$ cat src/rtl/xadac_pkg.sv
// Shared vector-unit types and sizes for the xadac register file slice.
// Optional forwarding is enabled with XADAC_VRF_CTRL_FWD_EN.
package xadac_pkg;

   localparam int NoVs     = 2;
   localparam int NoVec    = 16;
   localparam int VecAddrW = 4;
   localparam int VecDataW = 32;
   localparam int NoWbDef  = 2;
   localparam int PendW    = $clog2(NoVec + 1);

   typedef logic [VecAddrW-1:0] VecAddrT;
   typedef logic [VecDataW-1:0] VecDataT;
   typedef logic [$clog2(NoWbDef)-1:0] WbIdxT;
   typedef logic [PendW-1:0] PendCntT;

   function automatic PendCntT popcnt(input logic [NoVec-1:0] v);
      PendCntT c;
      c = '0;
      for (int i = 0; i < NoVec; i++)
         c = c + PendCntT'(v[i]);
      return c;
   endfunction

endpackage

$ cat src/rtl/xadac_rr_arb.sv
// Round-robin arbiter: one-hot grant, search starts at the rr pointer.
// Pointer advances past the winner on every grant.
module xadac_rr_arb #(
   parameter int N = 2
) (
   input  logic         clk,
   input  logic         rst,
   input  logic [N-1:0] req,
   output logic [N-1:0] gnt
);

   localparam int IW = (N > 1) ? $clog2(N) : 1;

   logic [IW-1:0] ptr;
   logic [IW-1:0] nxt;
   logic          any;

   always_comb begin
      gnt = '0;
      nxt = ptr;
      any = 1'b0;
      for (int i = 0; i < N; i++) begin
         if (!any && req[(int'(ptr) + i) % N]) begin
            any = 1'b1;
            gnt[(int'(ptr) + i) % N] = 1'b1;
            nxt = IW'(((int'(ptr) + i) % N + 1) % N);
         end
      end
   end

   always_ff @(posedge clk or posedge rst) begin
      if (rst)
         ptr <= '0;
      else if (any)
         ptr <= nxt;
   end

endmodule

$ cat src/rtl/xadac_vrf_ctrl.sv
// Vector register file controller: busy scoreboard, read ports, arbitrated write port.
// Define XADAC_VRF_CTRL_FWD_EN to forward the in-flight write to issue.
module xadac_vrf_ctrl
   import xadac_pkg::*;
#(
   parameter int NoWb = NoWbDef
) (
   input  logic                     clk,
   input  logic                     rst,
   input  logic                     iss_valid,
   output logic                     iss_ready,
   input  logic [NoVs*VecAddrW-1:0] iss_vs,
   input  logic [NoVs-1:0]          iss_vs_en,
   input  logic [VecAddrW-1:0]      iss_vd,
   input  logic                     iss_vd_en,
   output logic [NoVs*VecDataW-1:0] iss_rdata,
   input  logic [NoWb-1:0]          wb_valid,
   output logic [NoWb-1:0]          wb_ready,
   input  logic [NoWb*VecAddrW-1:0] wb_addr,
   input  logic [NoWb*VecDataW-1:0] wb_data,
   output logic [NoVs*VecAddrW-1:0] phy_raddr,
   input  logic [NoVs*VecDataW-1:0] phy_rdata,
   output logic [VecAddrW-1:0]      phy_waddr,
   output logic [VecDataW-1:0]      phy_wdata,
   output logic                     phy_we,
   output logic [PendW-1:0]         pend_cnt,
   output logic                     idle,
   output logic                     err
);

   logic [NoVec-1:0] busy;
   logic [NoVec-1:0] busy_eff;
   logic [NoVec-1:0] wclr;
   logic [NoVec-1:0] vset;
   logic             haz;
   logic [NoWb-1:0]  gnt;
   logic             gv;
   VecAddrT          ga;
   VecDataT          gd;

   xadac_rr_arb #(.N(NoWb)) u_arb (
      .clk (clk),
      .rst (rst),
      .req (wb_valid),
      .gnt (gnt)
   );

   assign wb_ready  = gnt;
   assign gv        = |gnt;
   assign phy_raddr = iss_vs;

   assign wclr = phy_we ? (NoVec'(1) << phy_waddr) : '0;

`ifdef XADAC_VRF_CTRL_FWD_EN
   assign busy_eff = busy & ~wclr;
`else
   assign busy_eff = busy;
`endif

   always_comb begin
      haz = iss_vd_en & busy_eff[iss_vd];
      for (int i = 0; i < NoVs; i++)
         haz = haz | (iss_vs_en[i] & busy_eff[iss_vs[i*VecAddrW +: VecAddrW]]);
   end

   assign iss_ready = ~haz;
   assign vset = (iss_valid & iss_ready & iss_vd_en) ?
                 (NoVec'(1) << iss_vd) : '0;

   always_comb begin
      iss_rdata = phy_rdata;
`ifdef XADAC_VRF_CTRL_FWD_EN
      for (int i = 0; i < NoVs; i++)
         if (phy_we && phy_waddr == iss_vs[i*VecAddrW +: VecAddrW])
            iss_rdata[i*VecDataW +: VecDataW] = phy_wdata;
`endif
   end

   // grant is one-hot, so OR-selecting the winner's payload is exact
   always_comb begin
      ga = '0;
      gd = '0;
      for (int i = 0; i < NoWb; i++) begin
         ga = ga | (wb_addr[i*VecAddrW +: VecAddrW] & {VecAddrW{gnt[i]}});
         gd = gd | (wb_data[i*VecDataW +: VecDataW] & {VecDataW{gnt[i]}});
      end
   end

   always_ff @(posedge clk or posedge rst) begin
      if (rst) begin
         busy      <= '0;
         phy_we    <= 1'b0;
         phy_waddr <= '0;
         phy_wdata <= '0;
         err       <= 1'b0;
      end else begin
         busy   <= (busy & ~wclr) | vset;
         phy_we <= gv;
         if (gv) begin
            phy_waddr <= ga;
            phy_wdata <= gd;
         end
         if (gv && !busy[ga] && !vset[ga])
            err <= 1'b1;
      end
   end

   assign pend_cnt = popcnt(busy);
   assign idle     = (pend_cnt == '0) && !phy_we;

endmodule
$ cat config.mk
export PLATFORM = sky130hd
export DESIGN_NAME = xadac_vrf_ctrl
export DESIGN_NICKNAME = d
export VERILOG_FILES = /design/src/rtl/xadac_pkg.sv /design/src/rtl/xadac_rr_arb.sv /design/src/rtl/xadac_vrf_ctrl.sv
export SDC_FILE = /design/constraint.sdc
export NUM_CORES = 1
export LEC_CHECK = 0
export BUFFER_PORTS_ARGS = -buffer_cell sky130_fd_sc_hd__buf_2
export CAP_MARGIN = 5
export CORE_ASPECT_RATIO = 0.75
export CORE_UTILIZATION = 35
export CTS_BUF_LIST = sky130_fd_sc_hd__clkbuf_16
export CTS_CLUSTER_DIAMETER = 150
export CTS_CLUSTER_SIZE = 24
export DETAILED_ROUTE_END_ITERATION = 8
export GPL_TIMING_DRIVEN = 0
export PLACE_DENSITY = 0.67
export SETUP_SLACK_MARGIN = 0.02
export SYNTH_ARGS = -nofsm -noshare
export SYNTH_HDL_FRONTEND = slang
export SYNTH_SLANG_ARGS = --single-unit
$ cat constraint.sdc
create_clock -name clk -period 4.4 [get_ports clk]
set_input_delay 0.44 -clock clk [delete_from_list [all_inputs] [get_ports clk]]
set_output_delay 0.44 -clock clk [all_outputs]
set_load 0.005 [all_outputs]
* After elaboration in Yosys (flattened, before gate mapping)
Index checks and enable logic that the tools add are counted.
** Word-level totals
- Register bits after elaboration :: 55
- Bits in latches :: 0
- RAM bits :: 0
- Memory bits (read-only) :: 0
- Input port bits :: 156
- Output and inout bits :: 119
- Word-level logic and storage cells :: 93
- Memories kept :: 0
** Operators by class
- Add/sub/neg operators :: 17
- Multipliers :: 0
- Divide/modulo/power cells :: 0
- $lt $le $gt $ge :: 8
- Equal/unequal tests :: 0
- Shifts and indexed selects :: 2
- Muxes and demuxes :: 27
- Bitwise logic cells :: 19
- Reduce and logical (&&, ||, !) cells :: 14
** Operators with widths (number)
- 32-bit bitwise AND :: 2
- 5-bit by 1-bit adder with 5-bit output :: 11
- 16-bit 2-to-1 mux :: 2
- 32-bit OR :: 1
- 1-bit by 4-bit left shift with 16-bit output (first input constant) :: 2
- 1-bit binary-select mux with 4-bit select :: 5
- 4-bit by 5-bit less-than comparator with 1-bit output (second input constant) :: 4
- 16-bit bitwise AND :: 1
- 1-bit 2-to-1 mux :: 16
- 16-bit inverter :: 1
- 16-bit OR :: 1
- 4-bit bitwise AND :: 2
- 1-bit logical AND :: 6
- 4-bit by 1-bit adder with 5-bit output :: 1
- 1-bit bitwise AND :: 5
- 5-bit logical NOT :: 1
- 3-bit by 1-bit adder with 4-bit output :: 1
- 1-bit logical NOT :: 4
- 2-bit 2-to-1 mux :: 2
- 4-bit OR :: 1
- 2-bit by 1-bit adder with 3-bit output :: 1
- 2-bit by 3-bit less-than comparator with 1-bit output (second input constant) :: 1
- 1-bit adder (second input constant) :: 2
- 1-bit by 1-bit adder with 2-bit output :: 1
- 11 further kinds :: 13

* Logic depth before layout (Yosys ltp)
Gate-level depths: netlist (run 1).
- Depth after elaboration :: 17
- Mapped depth :: 13
- Depth with buffers taken out :: 13

* Modules after synthesis
Synthesis (run 1) repeated with hierarchy kept, for this count alone.
** Unflattened totals
- Cells, all modules :: 440
- Area, all modules :: 4070.2 µm²
** By module, submodules not included
- xadac_vrf_ctrl :: times used 1, cells an instance 433, area each 4012.6 µm², sequential area each 1351.3 µm²
- xadac_rr_arb :: times used 1, cells an instance 7, area each 57.6 µm², sequential area each 25.0 µm²

* Worst setup path before layout (run 1)
Ideal clock, no wire load.
- Path kind :: reg-to-output
- Start :: register busy[0]
- End :: output idle
- Data arrival time :: 3.660 ns
- Required time :: 3.960 ns
- Path slack :: 0.300 ns
- Cell stages (with the launch flop) :: 13
- Path buffers :: 0
- Cells stage by stage :: dfrtp_1 -> inv_1 -> fa_1 -> fa_1 -> fa_1 -> fa_1 -> inv_1 -> ha_1 -> inv_1 -> fa_1 -> xnor2_1 -> or3_1 -> nor4_1
** Between the ends
- Longest elaborated chain between the ends :: 17
** Ends and longest elaborated chain
- from (decl) :: line xadac_vrf_ctrl.sv:31 : logic [NoVec-1:0] busy;
- from (signal assigned) :: line xadac_vrf_ctrl.sv:97 : busy <= (busy & ~wclr) | vset;
- 1-bit by 1-bit adder with 2-bit output :: line xadac_pkg.sv:21 : c = c + PendCntT'(v[i]);
- 2-bit by 1-bit adder with 3-bit output :: line xadac_pkg.sv:21
- 3-bit by 1-bit adder with 4-bit output :: line xadac_pkg.sv:21
- 4-bit by 1-bit adder with 5-bit output :: line xadac_pkg.sv:21
- 5-bit by 1-bit adder with 5-bit output (11 in series) :: line xadac_pkg.sv:21
- net pend_cnt[2] :: line xadac_vrf_ctrl.sv:26 : output logic [PendW-1:0] pend_cnt,
- 5-bit logical NOT :: line xadac_vrf_ctrl.sv:109 : assign idle = (pend_cnt == '0) && !phy_we;
- 1-bit logical AND :: line xadac_vrf_ctrl.sv:109
- to (decl) :: line xadac_vrf_ctrl.sv:27 : output logic idle,
The timed path passes the listed nets, and every way through them passes these cells.

* Worst setup path in the final report (run 1)
- Start :: register busy[9]
- End :: output idle
** Between the ends
- Longest elaborated chain between the ends :: 9
** Ends and longest elaborated chain (line)
- 5-bit by 1-bit adder with 5-bit output (7 in series) :: xadac_pkg.sv:21
- 5-bit logical NOT :: xadac_vrf_ctrl.sv:109
- 1-bit logical AND :: xadac_vrf_ctrl.sv:109
No other way between the ends.

==> results of run 1 <==
==> what timing repair did <==
| action | CTS | global route |
|---|---|---|
| resized for setup | 9 | 3 |
| hold buffers | 0 | 0 |
| endpoints found under the setup margin | 3 | 1 |
| pin swaps | 1 | 2 |
| buffers inserted | 7 | 1 |
==> per-layer routing <==
layer | vias up | GRT usage (%)
met5 | - | 0
met4 | 0 | 5.75
met3 | 30 | 4.51
met2 | 281 | 35.0
met1 | 2174 | 30.0
li1 | 2165 | -
==> flip-flops by register name, indices dropped and copies added, names as in the netlist <==
register   cells
err            1
phy_wdata     32
u_arb.ptr      1
busy          16
phy_we         1
phy_waddr      4
==> Yosys cell counts (3+ instances only) <==
cell type	number
nand3_1	3
mux4_2	6
or2_2	3
o2111ai_1	4
mux2i_1	8
o31ai_1	8
buf_2	3
ha_1	5
fa_1	10
nor2_1	39
a21oi_1	34
o41ai_1	8
nand2_1	19
clkbuf_1	16
nand2b_1	7
o22ai_1	32
o21ai_0	16
a2111oi_0	3
buf_1	10
xnor2_1	5
a31oi_1	36
dfrtp_1	55
mux4_1	3
buf_4	72
nor2b_1	5
nand3b_1	4
inv_1	64
==> cell type report <==
cell class                      instances  area [sq um]  share of cell area [%]
Multi-Input combinational cell        285          2070                    35.5
Sequential cell                        55          1390                    23.8
Timing Repair Buffer                  216          1120                    19.2
Buffer                                102           664                    11.4
Inverter                               65           244                    4.19
Tap cell                              162           203                    3.48
Clock buffer                            5           125                    2.15
Clock inverter                          3          15.0                   0.258
==> logic make-up after synthesis <==
group / synth area share, %
and+or+nand+nor: 9.68
DFF: 31.7
xor gates and xnor gates: 1.21
muxes: 7.03
adders and majority gates: 6.05
AOI/OAI and AO/OA: 23.4
buffers and inverters: 20.9
==> stage by stage <==
| stage | worst slack [ns] | total power [mW] | setup TNS [ns] | area (sq um) |
|---|---|---|---|---|
| 2_1_floorplan | 0.300 | 2.06 | 0 | 4340 |
| 3_3_place_gp | 0.0229 | 2.71 | 0 | 5580 |
| 3_5_place_dp | -0.0614 | 2.77 | -0.0614 | 5600 |
| 4_1_cts | -0.167 | 3.24 | -0.167 | 5810 |
| 5_1_grt | -0.312 | 3.64 | -0.332 | 5820 |
| 6_report | -0.123 | 3.29 | -0.123 | 5820 |
==> path summary, 6_finish.rpt <==
kind                               from       endpoint  slack [ns]  cells past startpoint
max reg2reg                     busy[0]        busy[5]        1.94                      7
min reg2reg                phy_waddr[0]   phy_waddr[0]        0.59                      2
min                                 rst   phy_waddr[2]        0.18                      2
max                             busy[9]           idle       -0.12                     13
max in group asynchronous           rst  phy_wdata[22]        3.65                      3
min in group clk            wb_data[38]   phy_wdata[6]        0.41                      3
==> layout by cell type, fill, tap and decap left out, types with 3 or more instances in the layout <==
cell and n:
o22ai_1 32, o31ai_1 8, inv_1 61, ha_1 5, buf_2 210, nand2b_1 7
nand3_1 3, nand3b_1 4, mux4_2 6, buf_4 80, mux4_1 3, clkbuf_1 16
nor2b_1 5, a2111oi_0 3, xnor2_1 5, o2111ai_1 4, inv_2 4, a31oi_1 36
fa_1 9, dfrtp_2 8, mux2i_1 8, clkbuf_16 5, nor2_1 39, o41ai_1 8
nand2_1 19, o21ai_0 16, dfrtp_1 47, a21oi_1 34, buf_1 10, or2_2 3
==> worst max-delay path: stages, from the launching register on <==
cell	delay, ns
dfrtp_2	0.46
inv_2	0.09
fa_1	0.43
fa_1	0.50
fa_1	0.53
fa_1	0.41
inv_1	0.07
ha_1	0.16
inv_1	0.06
fa_2	0.34
xnor2_1	0.14
or3_1	0.32
nor4_2	0.14
buf_2	0.15
==> power breakdown <==
part | internal [mW] | switching (mW) | leakage [nW]
sequential | 0.614 | 0.128 | 0.638
clock | 0.208 | 0.182 | 0.0649
combinational | 1.04 | 1.12 | 2.22
==> flow_summary.yaml, run 1 <==
logic_synthesis:
  synth_warnings: 0
  synth_nets: 678
  ys_top_cells_by_area: "dfrtp_1, buf_4, inv_1, a31oi_1, fa_1"
  netlist-cell-type-count: 49
  ys_seq_area_share_pct: 31.7
  synth_edf_count: 0
  async_flop_share_pct: 100
  ys.flop_type: "dfrtp_1"
  ys_ff_latch: 55
  synth.top_cell.area_share_pct: 31.7
  avgSynthCellArea_sq_um: 8.57
  syn_inst: 507
  yosys.area.top_type: "dfrtp_1"
  synth_area_sq_mm: 0.00434
timing:
  hold_viol: 0
  relSlewSlack_pct: 54.4
  fin_hold_ws_ns: 0.181
  worstMarginPinSlew_ns: 0.684
  finalCritPeriodShare_pct: 103
  fin_skew_ns: 0.00668
  setup_ws_ns: -0.123
  finalMaxSlewViolations: 0
  fin_crit_ns: 4.52
  fmax_mhz: 221
  setup_violations: 1
  rsz0062_at_grt: "yes"
die:
  row_count: 34
  die_x_um: 131
  start_util_pct: 36.7
  coreArea_sq_mm: 0.0118
  pin_count: 275
  dieArea_sq_mm: 0.0129
  die_h_um: 98.5
routing:
  post-route-drc-count: 0
  maxUsedRoutingLayer: "met4"
  wl_met3_um: 1270
  drt_iter0_drc: 301
  wl_met1_um: 6060
  finalWirelength_um: 14400
  vias: 4650
  wl_met2_um: 6830
  avgViaCountPerCell: 5.21
  wire_per_inst_um: 16.2
  dr.pass1.iters: 5
  ant_nets: 0
clock_network:
  clkTransAtPathRegs_ns: 0.07
  clock_latency_ns: 0.29
  clk_path_buf_depth: 2
  cts_tree: "built"
  cts_buffers: 5
  clock-sinks: 55
  root_buffer: "clkbuf_16"
  htreeDepth: 2
power:
  ir_drop_mv: 0.501
  leakage_nw: 2.93
  powerDensity_mw_per_mm2: 566
status:
  violations: "setup timing"
  status: "finished with violations"
layout:
  drive_gt1_share_pct: 44.6
  fillers: 1174
  n_antenna_cell: 0
  synthToLayoutAreaGrowth_pct: 34.0
  nets: 901
  instances_no_fill: 893
  post-route-util_pct: 49.2
placed_design:
  placed_cells: 877
  dp_hpwl_um: 11100
  io_buffers: 207
  routabilityCongestion: 0.859
grt:
  grt_pass1_wl_um: 21800
  grt.total_usage_pct: 21.9
  grt_max_degree: 34
  grt_overflow: 0
  antenna_found_initial: 0
  grt_pass1_vias: 4314
run:
  max-cap-violations: 0
critical_path:
  cp.arrival_ns: 4.08
  cp.required_ns: 3.96
  crit_fanout: 5
  start_kind: "register"
  endpoint_kind: "primary output"
  crit_type: "reg2out"
worst_hold_path:
  hp-class: "in2async"
(Power assumes the default switching activity.)
==> inputs of run 2 (changes only) <==
Settings changed: CORE_UTILIZATION 35 to 23, PLACE_DENSITY 0.67 to 0.48.
==> flow_summary.yaml, run 2 (same netlist as run 1, synthesis figures left out) <==
status:
  status: "finished with violations"
  violations: "setup timing"
timing:
  finalCritPeriodShare_pct: 103
  rsz0062_at_grt: "yes"
  fin_skew_ns: 0.0125
  hold_viol: 0
  fmax_mhz: 220
  fin_crit_ns: 4.54
  fin_hold_ws_ns: 0.139
  finalMaxSlewViolations: 0
  worstMarginPinSlew_ns: 0.748
  setup_ws_ns: -0.141
  relSlewSlack_pct: 50.2
  setup_violations: 1
  tns_ns: -0.141
clock_network:
  htreeDepth: 2
  hold_buffers: 0
  clock_latency_ns: 0.30
  root_buffer: "clkbuf_16"
  cts_tree: "built"
  cts_buffers: 5
  clkTransAtPathRegs_ns: 0.09
  clk_path_buf_depth: 2
  clock-sinks: 55
critical_path:
  crit_path_max_incr_delay_ns: 0.54
  crit_fanout: 6
  cp_cell_sequence: "inv_1 > fa_1 > fa_1 > fa_1 > fa_1 > inv_1 > ha_1 > inv_1 > fa_2 > xnor2_1 > or3_1 > nor4_1 > buf_2"
  cp_common_cell: "fa_1"
  start_kind: "register"
  crit_type: "reg2out"
  cp_slowest_cell: "fa_1"
  endpoint_kind: "primary output"
  cp.arrival_ns: 4.10
  cp.required_ns: 3.96
die:
  pin_count: 275
  die_h_um: 121
  start_util_pct: 23.5
  die_x_um: 161
  dieArea_sq_mm: 0.0194
  coreArea_sq_mm: 0.0185
  row_count: 43
placed_design:
  dp_hpwl_um: 11500
  placed_area_sq_mm: 0.00571
  io_buffers: 207
  routabilityCongestion: 0.794
routing:
  vias: 4420
  finalWirelength_um: 14800
  wire_per_inst_um: 15.2
  post-route-drc-count: 0
  avgViaCountPerCell: 4.53
  drt_iter0_drc: 198
  ant_nets: 0
  dr.pass1.iters: 7
grt:
  antenna_found_initial: 0
  grt.total_usage_pct: 15.0
  grt_max_degree: 38
  grt_pass1_vias: 4072
  grt_overflow: 0
  grt_pass1_wl_um: 22900
layout:
  layout_common_cells: "buf_2, buf_4, inv_1, dfrtp_1, nor2_1"
  drive_gt1_share_pct: 44.5
  nets: 898
  n_antenna_cell: 0
  largest_register_ffs: 32
  final_common_cell: "buf_2"
  reg_top3: "phy_wdata: 32 flops, busy: 16 flops, phy_waddr: 4 flops"
  design_area_sq_mm: 0.00591
  fillers: 2004
  top_register: "phy_wdata"
  synthToLayoutAreaGrowth_pct: 36.0
run:
  max-cap-violations: 0
power:
  ir_drop_mv: 0.448
  leakage_nw: 2.91
  powerDensity_mw_per_mm2: 551
worst_hold_path:
  hp-class: "in2async"
run 2: cell types whose count changed in the layout (fill, tap and decap cells not counted), sizes merged:
cell,change
buf,-3
clkinv,-2
clkinvlp,+1
inv,+1
run 2: what timing repair did:
action / 4_1_cts / 5_1_grt
pin swaps: 0 / 1
setup buffers: 4 / 1
gates resized for setup: 7 / 4
endpoints found under the hold margin: 0 / 0
endpoints found under the setup margin: 3 / 2
run 2: routing by layer:
metal / up-vias / track usage, % / routed length (um)
li1: 2153 / - / -
met1: 2084 / 22.0 / 7080
met2: 170 / 23.0 / 6660
met3: 13 / 2.87 / 952
met4: 0 / 2.80 / 148
met5: - / 0 / 0
run 2: critical path: cells and delay by family, from the launching register on:
| kind | cells | cell delay [ns] |
|---|---|---|
| adders and majority gates | 6 | 2.38 |
| xor gates and xnor gates | 1 | 0.14 |
| and+or+nand+nor | 2 | 0.47 |
| buffers and inverters | 4 | 0.35 |
| DFF | 1 | 0.46 |
run 2: cell type report:
cell class | instances | area, sq um | area share [%]
Buffer | 102 | 664 | 11.2
Multi-Input combinational cell | 285 | 2060 | 34.9
Clock buffer | 5 | 125 | 2.12
Sequential cell | 55 | 1390 | 23.5
Timing Repair Buffer | 213 | 1090 | 18.5
Clock inverter | 3 | 23.8 | 0.402
Tap cell | 247 | 309 | 5.23
Inverter | 65 | 244 | 4.13
run 2: path summary, 6_finish.rpt:
| check | start | end | slack (ns) | cells after the start |
|---|---|---|---|---|
| max | busy[3] | idle | -0.14 | 13 |
| min | rst | phy_wdata[2] | 0.14 | 2 |
| max reg2reg | u_arb.ptr | err | 1.95 | 9 |
| min reg2reg | phy_waddr[1] | phy_waddr[1] | 0.58 | 2 |
| max in group asynchronous | rst | busy[1] | 3.66 | 3 |
| min in group clk | wb_data[49] | phy_wdata[17] | 0.40 | 3 |
run 2: power by group:
part	internal [mW]	switching, mW
logic	1.02	1.06
registers	0.614	0.143
clock network	0.214	0.203
total	1.85	1.40
run 2: per-stage QoR:
stage	power (mW)	util, %	worst slack, ns	instances
CTS	3.28	31.9	-0.184	974
finish	3.25	31.9	-0.141	975
floorplan	2.06	-	0.300	507
global placement	2.82	30.7	-0.0678	961
detailed placement	2.81	30.8	-0.0815	962
global route	3.59	31.9	-0.317	975
==> inputs of run 3 (changes only) <==
Settings changed: RECOVER_POWER set to 100.
==> flow_summary.yaml, run 3 (same netlist as run 1, synthesis figures left out) <==
status:
  status: "finished with violations"
  violations: "capacitance limit, slew limit, setup timing"
power:
  p_seq_share_pct: 23.7
  powerDensity_mw_per_mm2: 552
  ir_drop_mv: 0.447
  p_comb_share_pct: 63.3
  power.internal_mw: 1.80
  total_power_mw: 3.20
  swShare_pct: 43.8
  p_switching_mw: 1.40
  leakage_nw: 2.76
  p_clk_share_pct: 13.1
grt:
  use_met3_pct: 2.87
  antenna_found_initial: 0
  grt_util_met2_pct: 23.0
  grt_overflow: 0
  grt_max_degree: 38
  grt_pass1_wl_um: 22900
  grt_pass1_vias: 4072
  grt.total_usage_pct: 15.0
  grt.busiest_layer: "met2"
  grt_use_met1_pct: 22.0
layout:
  top_register: "phy_wdata"
  n_antenna_cell: 0
  reg_top3: "phy_wdata: 32 flops, busy: 16 flops, phy_waddr: 4 flops"
  regArea_sq_mm: 0.00139
  post-route-util_pct: 31.3
  synthToLayoutAreaGrowth_pct: 33.5
  nets: 898
  multi_input_area_sq_mm: 0.00203
  layout_common_cells: "buf_2, clkbuf_1, inv_1, clkbuf_4, dfrtp_1"
  drive_gt1_share_pct: 37.0
  largest_register_ffs: 32
  fillers: 2030
  instances_no_fill: 975
  final_common_cell: "buf_2"
timing:
  finalCritPeriodShare_pct: 104
  rsz0062_at_grt: "yes"
  worstMarginPinSlew_ns: 2.14
  finalMaxSlewViolations: 38
  setup_ws_ns: -0.154
  setup_violations: 1
  relSlewSlack_pct: -42.4
  fin_skew_ns: 0.0131
  fmax_mhz: 220
  fin_crit_ns: 4.55
  hold_viol: 0
critical_path:
  endpoint_kind: "primary output"
  cp.required_ns: 3.96
  crit_type: "reg2out"
  start_kind: "register"
  crit_fanout: 6
  cp.arrival_ns: 4.11
run:
  max-cap-violations: 1
routing:
  finalWirelength_um: 14800
  wire_per_inst_um: 15.2
  dr.pass1.iters: 4
  avgViaCountPerCell: 4.54
  drt_iter0_drc: 170
  post-route-drc-count: 0
  ant_nets: 0
  vias: 4422
clock_network:
  root_buffer: "clkbuf_16"
  hold_buffers: 0
  clock-sinks: 55
  clock_latency_ns: 0.30
  clk_path_buf_depth: 2
  htreeDepth: 2
  clkTransAtPathRegs_ns: 0.09
  cts_buffers: 5
  cts_tree: "built"
die:
  die_h_um: 121
  start_util_pct: 23.5
  pin_count: 275
  coreArea_sq_mm: 0.0185
  row_count: 43
  die_x_um: 161
  dieArea_sq_mm: 0.0194
placed_design:
  io_buffers: 207
  routabilityCongestion: 0.794
  dp_hpwl_um: 11500
  dp_slack_ns: -0.0815
  placed_cells: 962
worst_hold_path:
  hp-class: "in2async"
[run 3: cell types whose count changed in the layout (fill, tap and decap cells not counted), sizes merged]
cell    delta
clkbuf   +111
buf      -111
[run 3: stage by stage]
step,cell area [sq um],setup TNS [ns],hold WS (ns)
global route,5800,-0.317,0.354
CTS,5900,-0.184,0.154
finish,5800,-0.154,0.274
floorplan,4340,0,0.517
global placement,5690,-0.0678,0.539
detailed placement,5710,-0.0815,0.491
[run 3: timing repair]
item                       in CTS  in global routing
hold endpoints to repair        0                  0
resized for setup               7                  4
setup endpoints to repair       3                  2
pin swaps                       0                  1
buffers inserted                4                  1
[run 3: worst max-delay path, cell delays in order (launching register included)]
cell and delay [ns]:
dfrtp_2 0.47, inv_1 0.08, fa_1 0.51, fa_1 0.43, fa_1 0.54, fa_1 0.41
inv_1 0.06, ha_1 0.15, inv_1 0.06, fa_2 0.35, xnor2_1 0.14, or3_1 0.30
nor4_1 0.17, buf_2 0.16
[run 3: layer usage]
layer / up-vias / wire (um)
met3: 13 / 889
met5: - / 0
met2: 170 / 6690
met4: 0 / 147
li1: 2156 / -
met1: 2083 / 7070
[run 3: layout make-up]
cell class | instances | area share (%)
clock buffers | 5 | 2.16
well taps | 247 | 5.33
flip-flops and latches | 55 | 23.9
clock inverters | 3 | 0.410
inverters | 65 | 4.21
multi-input cells | 285 | 35.1
repair buffers | 213 | 17.6
plain buffers | 102 | 11.3
[run 3: path summary, 6_finish.rpt]
kind	start	endpoint	slack (ns)	cells after the start
worst max-delay path	busy[3]	idle	-0.15	13
worst min-delay path	rst	phy_wdata[2]	0.27	2
worst max register to register	u_arb.ptr	err	1.33	9
worst min register to register	phy_waddr[1]	phy_waddr[1]	0.58	2
max in group asynchronous	rst	busy[0]	1.49	3
min in group clk	wb_data[39]	phy_wdata[7]	0.40	3
[run 3: power groups by stage]
stage	combinational, mW	sequential, mW	clock [mW]
after floorplan	1.37	0.698	0
after global routing	2.32	0.773	0.450
after global placement	2.05	0.770	0
after detailed placement	2.03	0.771	0
after CTS	2.10	0.755	0.430
final	2.03	0.757	0.418
